$ cat config.mk
export PLATFORM = sky130hd
export DESIGN_NAME = gf_op_sequencer
export DESIGN_NICKNAME = d
export VERILOG_FILES = /design/src/rtl/gf_op_sequencer.sv
export SDC_FILE = /design/constraint.sdc
export NUM_CORES = 1
export LEC_CHECK = 0
export CAP_MARGIN = 20
export CORE_AREA = 2 2 184 186
export CTS_CLUSTER_SIZE = 28
export DETAILED_ROUTE_END_ITERATION = 6
export DIE_AREA = 0 0 186 188
export GPL_TIMING_DRIVEN = 0
export PLACE_DENSITY = 0.65
export SYNTH_ARGS = -nofsm -noshare
export SYNTH_HDL_FRONTEND = slang
export SYNTH_SLANG_ARGS = --single-unit
export TNS_END_PERCENT = 100
$ cat constraint.sdc
create_clock -name clk -period 13.7 [get_ports clk]
set_input_delay 2.74 -clock clk [delete_from_list [all_inputs] [get_ports clk]]
set_output_delay 2.74 -clock clk [all_outputs]
set_load 0.1 [all_outputs]
$ cat src/rtl/gf_op_sequencer.sv
// gf_op_sequencer: command front-end for the carry-less datapath.
// Takes one add / clmul / square / mul-reduce request at a time, runs the
// datapath through one or two enable phases, and returns the captured result
// on a valid/ready response port. A per-phase watchdog aborts hung operations.
module gf_op_sequencer #(
   parameter int DATA_WIDTH = 32,
   parameter int WD_CYCLES  = 2*DATA_WIDTH+16
) (
   input  logic                          clk,
   input  logic                          rst,
   // request port
   input  logic                          req_valid,
   output logic                          req_ready,
   input  logic [1:0]                    req_op,
   input  logic                          req_carry,
   input  logic [$clog2(DATA_WIDTH):0]   req_width,
   input  logic [DATA_WIDTH:0]           req_poly,
   input  logic [DATA_WIDTH-1:0]         req_a,
   input  logic [DATA_WIDTH-1:0]         req_b,
   // response port
   output logic                          resp_valid,
   input  logic                          resp_ready,
   output logic [2*DATA_WIDTH-1:0]       resp_data,
   output logic                          resp_carry,
   output logic                          resp_err,
   // datapath controls and operands
   output logic                          dp_op_enable,
   output logic                          dp_sum_funct,
   output logic                          dp_exp_funct,
   output logic                          dp_red_funct,
   output logic                          dp_carry_option,
   output logic [$clog2(DATA_WIDTH):0]   dp_in_width,
   output logic [DATA_WIDTH:0]           dp_polyn_red,
   output logic [2*DATA_WIDTH-1:0]       dp_reduc_in,
   output logic [DATA_WIDTH-1:0]         dp_in_a,
   output logic [DATA_WIDTH-1:0]         dp_in_b,
   // datapath results
   input  logic                          dp_op_finish,
   input  logic [DATA_WIDTH-1:0]         dp_out,
   input  logic [DATA_WIDTH-1:0]         dp_out_poly,
   input  logic [2*DATA_WIDTH-1:0]       dp_out_mult,
   input  logic                          dp_out_carry
);

   localparam int WW = $clog2(DATA_WIDTH) + 1;
   localparam int CW = $clog2(WD_CYCLES + 1);
   localparam logic [WW-1:0] MIN_WIDTH = WW'(2);
   localparam logic [WW-1:0] MAX_WIDTH = WW'(DATA_WIDTH);
   localparam logic [CW-1:0] WD_LAST   = CW'(WD_CYCLES - 1);
   localparam logic [1:0]    OP_ADD    = 2'd0;
   localparam logic [1:0]    OP_SQR    = 2'd2;
   localparam logic [1:0]    OP_MULRED = 2'd3;

   typedef enum logic [2:0] {IDLE, RUN1, GAP, RUN2, RESP} state_t;

   state_t                  state, state_nxt;
   logic [1:0]              op_q;
   logic                    carry_q;
   logic [WW-1:0]           width_q;
   logic [DATA_WIDTH:0]     poly_q;
   logic [DATA_WIDTH-1:0]   a_q, b_q;
   logic [2*DATA_WIDTH-1:0] prod_q;
   logic [2*DATA_WIDTH-1:0] resp_data_q;
   logic                    resp_carry_q;
   logic                    resp_err_q;
   logic [CW-1:0]           wd_cnt;

   // Arithmetic ops only need a legal field degree; add ignores width.
   logic illegal_width;
   logic wd_expire;
   assign illegal_width = (req_op != OP_ADD) &&
                          ((req_width < MIN_WIDTH) || (req_width > MAX_WIDTH));
   assign wd_expire     = (wd_cnt == WD_LAST);

   // State register.
   always_ff @(posedge clk or posedge rst) begin
      // NOTE: sequential state is updated with non-blocking assignments so every
      // flop samples pre-edge values regardless of block evaluation order.
      if (rst) state <= IDLE;
      else     state <= state_nxt;
   end

   // Next-state decode; finish wins over a watchdog expiry on the same cycle.
   always_comb begin
      // NOTE: default assignment first so no path through the case leaves
      // state_nxt unassigned, which would infer a latch.
      state_nxt = state;
      case (state)
         IDLE: if (req_valid) state_nxt = illegal_width ? RESP : RUN1;
         RUN1: begin
            if (dp_op_finish)   state_nxt = (op_q == OP_MULRED) ? GAP : RESP;
            else if (wd_expire) state_nxt = RESP;
         end
         GAP:  state_nxt = RUN2;
         RUN2: if (dp_op_finish || wd_expire) state_nxt = RESP;
         RESP: if (resp_ready) state_nxt = IDLE;
         default: state_nxt = IDLE;
      endcase
   end

   // Request latch, result capture and per-phase watchdog counter.
   always_ff @(posedge clk or posedge rst) begin
      if (rst) begin
         op_q         <= '0;
         carry_q      <= 1'b0;
         width_q      <= '0;
         poly_q       <= '0;
         a_q          <= '0;
         b_q          <= '0;
         prod_q       <= '0;
         resp_data_q  <= '0;
         resp_carry_q <= 1'b0;
         resp_err_q   <= 1'b0;
         wd_cnt       <= '0;
      end else begin
         case (state)
            IDLE: if (req_valid) begin
               op_q         <= req_op;
               carry_q      <= req_carry;
               width_q      <= req_width;
               poly_q       <= req_poly;
               a_q          <= req_a;
               b_q          <= req_b;
               prod_q       <= '0;
               resp_data_q  <= '0;
               resp_carry_q <= 1'b0;
               resp_err_q   <= illegal_width;
               wd_cnt       <= '0;
            end
            RUN1: begin
               if (dp_op_finish) begin
                  wd_cnt <= '0;
                  case (op_q)
                     OP_ADD: begin
                        resp_data_q  <= {{DATA_WIDTH{1'b0}}, dp_out};
                        resp_carry_q <= dp_out_carry;
                     end
                     OP_MULRED: prod_q      <= dp_out_mult;
                     default:   resp_data_q <= dp_out_mult;
                  endcase
               end else if (wd_expire) begin
                  resp_err_q  <= 1'b1;
                  resp_data_q <= '0;
               end else begin
                  wd_cnt <= wd_cnt + 1'b1;
               end
            end
            GAP: wd_cnt <= '0;
            RUN2: begin
               if (dp_op_finish) begin
                  resp_data_q <= {{DATA_WIDTH{1'b0}}, dp_out_poly};
               end else if (wd_expire) begin
                  resp_err_q  <= 1'b1;
                  resp_data_q <= '0;
               end else begin
                  wd_cnt <= wd_cnt + 1'b1;
               end
            end
            default: ;
         endcase
      end
   end

   // Outputs by state; the datapath sees all-zero idle values outside the phases.
   always_comb begin
      req_ready       = (state == IDLE);
      resp_valid      = (state == RESP);
      resp_data       = resp_data_q;
      resp_carry      = resp_carry_q;
      resp_err        = resp_err_q;
      dp_op_enable    = 1'b0;
      dp_sum_funct    = 1'b0;
      dp_exp_funct    = 1'b0;
      dp_red_funct    = 1'b0;
      dp_carry_option = 1'b0;
      dp_in_width     = '0;
      dp_polyn_red    = '0;
      dp_reduc_in     = '0;
      dp_in_a         = '0;
      dp_in_b         = '0;
      case (state)
         RUN1: begin
            dp_op_enable    = 1'b1;
            dp_sum_funct    = (op_q == OP_ADD);
            dp_exp_funct    = (op_q == OP_SQR);
            dp_carry_option = (op_q == OP_ADD) && carry_q;
            dp_in_width     = width_q;
            dp_polyn_red    = poly_q;
            dp_in_a         = a_q;
            dp_in_b         = b_q;
         end
         GAP, RUN2: begin
            dp_op_enable = (state == RUN2);
            dp_red_funct = 1'b1;
            dp_in_width  = width_q;
            dp_polyn_red = poly_q;
            dp_reduc_in  = prod_q;
         end
         default: ;
      endcase
   end

endmodule
==> flow_summary.json <==
{
  "run_status": "finished, final reports clean",
  "max_slew.worst_pin.slew_ns": 1.10,
  "syn_inst": 1226,
  "worstPathBufferInverterCount": 4,
  "post_cts.resized_instances": 0,
  "cellLeakagePower_nw": 7.82,
  "area.growth.synth_to_final_pct": 56.7,
  "floorplan.core_area_um2": 33100,
  "first_global_vias": 10800,
  "fp.dieW_um": 186,
  "slew-limit-headroom": 0.262,
  "post-synth-top-area-cell": "sky130_fd_sc_hd__dfrtp_1",
  "post_synth_edffs": 0,
  "timing.final.max_slew_violations": 0,
  "totalNegativeSetupSlack_ns": 0,
  "finish.net_count": 1979,
  "all_layer_gr_usage": 0.238,
  "tritoncts.num_buffers": 29,
  "buffer_ports.inserted": 479,
  "clock_tree.root_cell": "sky130_fd_sc_hd__clkbuf_16",
  "num_vias": 10600,
  "std_cell_rows": 67,
  "synth-seq-area-share": 0.545,
  "power_per_cell_area_nw_per_um2": 213,
  "initial_core_util": 0.341,
  "worst_ir_drop_vdd_v": 0.000152,
  "io-pin-count": 480,
  "largest_net_degree_at_the_start_of_global_routing": 115,
  "floorplan.die_area_um2": 35000,
  "final_hold_vio_count": 0,
  "endpoint_required_time_on_the_critical_path_ns": 10.96,
  "crit_path_max_incr_delay_ns": 1.22,
  "drcViolationCount": 0,
  "globalRouteOverflowTotal": 0,
  "synthTopCellsByCount": "sky130_fd_sc_hd__nand2_1, sky130_fd_sc_hd__dfrtp_1, sky130_fd_sc_hd__and2_1",
  "place_ws_ns": 7.64,
  "grt_antenna_before_repair": 1,
  "synth_cell_types": 46,
  "period_minus_slack_ns": 6.58,
  "cts_num_sinks": 246,
  "synth_seq_cells": 246,
  "arrival_ns": 3.84,
  "h-tree-depth": 1,
  "tritoncts_clock_tree": "built",
  "synthTopCellsByArea": "sky130_fd_sc_hd__dfrtp_1, sky130_fd_sc_hd__nand2_1, sky130_fd_sc_hd__and2_1, sky130_fd_sc_hd__o21ai_0, sky130_fd_sc_hd__mux2_2",
  "synth.top_cell.area_share": 0.545,
  "setup_slack_ns": 7.12,
  "ys_async_sr_fraction": 1.00,
  "place_hpwl_um": 32200,
  "ys_dominant_reg_cell": "sky130_fd_sc_hd__dfrtp_1",
  "holdCritPathClass": "reg2reg",
  "fin_crit_sh": 0.481,
  "postCtsSetupRepairBufs": 0,
  "post_drt_wl_per_cell_um": 19.1,
  "worst-setup-path-type": "reg2out",
  "drt-initial-drc-count": 530,
  "worstSkewPairLatency_ns": 0.54,
  "routed_wl_um": 42200,
  "via_cell_ratio": 4.79,
  "synth.net_count": 1467,
  "clk_transition_reported_paths_ns": 0.06,
  "timing.critical_path.from_type": "register",
  "endpoint_kind": "output port",
  "critPathMostFrequentCell": "sky130_fd_sc_hd__clkbuf_1",
  "synth.most_common_cell": "sky130_fd_sc_hd__nand2_1",
  "first_pass_grt_wire_length_um": 63900,
  "yosysWarningCount": 0,
  "max_freq_mhz": 152,
  "finalSetupViolCount": 0,
  "share_of_layout_cells_above_drive_strength_1": 0.0689,
  "cp_cell_sequence": "buf_4, nor3b_2, clkbuf_1, clkbuf_1, and2_1, clkdlybuf4s50_1",
  "worst-path-max-fanout": 10,
  "cts_hold_buf": 0,
  "place.gp.congestion": 0.882,
  "cts_max_path_buffers": 3,
  "firstDrtPassIters": 5,
  "number_of_max_capacitance_violations_reported": 0,
  "total_power_consumption_mw": 3.77,
  "cpLargestDelayFamily": "buffers and inverters",
  "antenna_cells_inserted": 0,
  "die_height_um": 188,
  "number_of_routed_nets_with_antenna_violations": 0,
  "timing.critical_path.slowest_stage_cell": "sky130_fd_sc_hd__clkdlybuf4s50_1",
  "unrepaired_setup_endpoints_after_global_routing": "false",
  "average_size_of_a_mapped_cell_um2": 9.22,
  "worst_clk_skew_ns": 0.00904,
  "syn_area_um2": 11300
}
-- cell usage in the layout, fill, tap and decap left out, drive strengths merged, types with 2 or more instances in the layout --
cell type and count:
a211oi 3, a21o 2, a21oi 5, a22o 32
a22oi 32, and2 169, and3 3, buf 38
bufinv 4, clkbuf 95, clkdlybuf4s50 479, clkinv 5
dfrtp 246, inv 7, mux2 32, nand2 452
nand2b 3, nand3 4, nor2 7, nor2b 4
nor3 3, o211ai 2, o21ai 72, o221ai 3
o2bb2ai 32, o31ai 3, or3 3
-- power breakdown --
part / internal, mW / switching, mW / total (mW)
Sequential: 0.939 / 0.109 / 1.05
Clock: 0.493 / 0.304 / 0.797
Combinational: 0.508 / 1.41 / 1.92
-- cell type report --
| type | count | area [um2] |
|---|---|---|
| clock inverter | 11 | 163 |
| tap | 448 | 561 |
| multi-input combinational | 883 | 4720 |
| fill | 3050 | 15400 |
| inverter | 5 | 26.3 |
| timing repair buffer | 481 | 4850 |
| sequential | 246 | 6160 |
| clock buffer | 39 | 823 |
| buffer | 92 | 404 |
-- worst paths after layout --
path                       cells after the start                         to                    from  slack, ns
max                                            6                dp_in_a[15]    state[0]$_DFFE_PP0P_       7.12
min                                            2     poly_q[12]$_DFFE_PP0P_  poly_q[12]$_DFFE_PP0P_       0.47
max reg2reg                                    5  resp_data[14]$_DFFE_PP0P_     op_q[0]$_DFFE_PP0P_      11.23
min reg2reg                                    2     poly_q[12]$_DFFE_PP0P_  poly_q[12]$_DFFE_PP0P_       0.47
max in group asynchronous                      4        b_q[30]$_DFFE_PP0P_                     rst       9.78
min in group asynchronous                      2      poly_q[2]$_DFFE_PP0P_                     rst       2.61
-- worst min-delay path, cell delays in order (launching register included) --
cell and delay (ns):
sky130_fd_sc_hd__dfrtp_1 0.34, sky130_fd_sc_hd__nand2_1 0.05, sky130_fd_sc_hd__nand2_1 0.05
-- layer usage --
layer / global-route usage / vias to the layer above / routed length [um]
li1: - / 5045 / -
met1: 0.299 / 5058 / 17200
met2: 0.393 / 368 / 20100
met3: 0.0629 / 84 / 3280
met4: 0.0836 / 2 / 1580
met5: 0 / - / 12
-- per-stage QoR --
stage | hold WS [ns] | cells | util | cell area, um2
global placement | 0.449 | 2153 | 0.503 | 16700
detailed placement | 0.454 | 2155 | 0.505 | 16700
CTS | 0.468 | 2205 | 0.535 | 17700
floorplan | 0.437 | 1226 | - | 11300
finish | 0.466 | 2205 | 0.535 | 17700
global route | 0.485 | 2205 | 0.535 | 17700
-- flip-flops by register name, indices dropped and copies added, names as in the netlist --
register	count
prod_q	64
resp_data	64
poly_q	33
a_q	32
b_q	32
wd_cnt	7
width_q	6
state	3
op_q	2
carry_q	1
resp_carry	1
resp_err	1
-- kinds of logic after synthesis --
logic type      after synthesis  synth area share
xor+xnor                      1          0.000775
fa+ha+maj                     1           0.00111
buf+inv                      97            0.0374
simple gates                657             0.265
flops                       246             0.545
compound gates              191             0.118
mux                          33            0.0328
(Power assumes the default switching activity.)
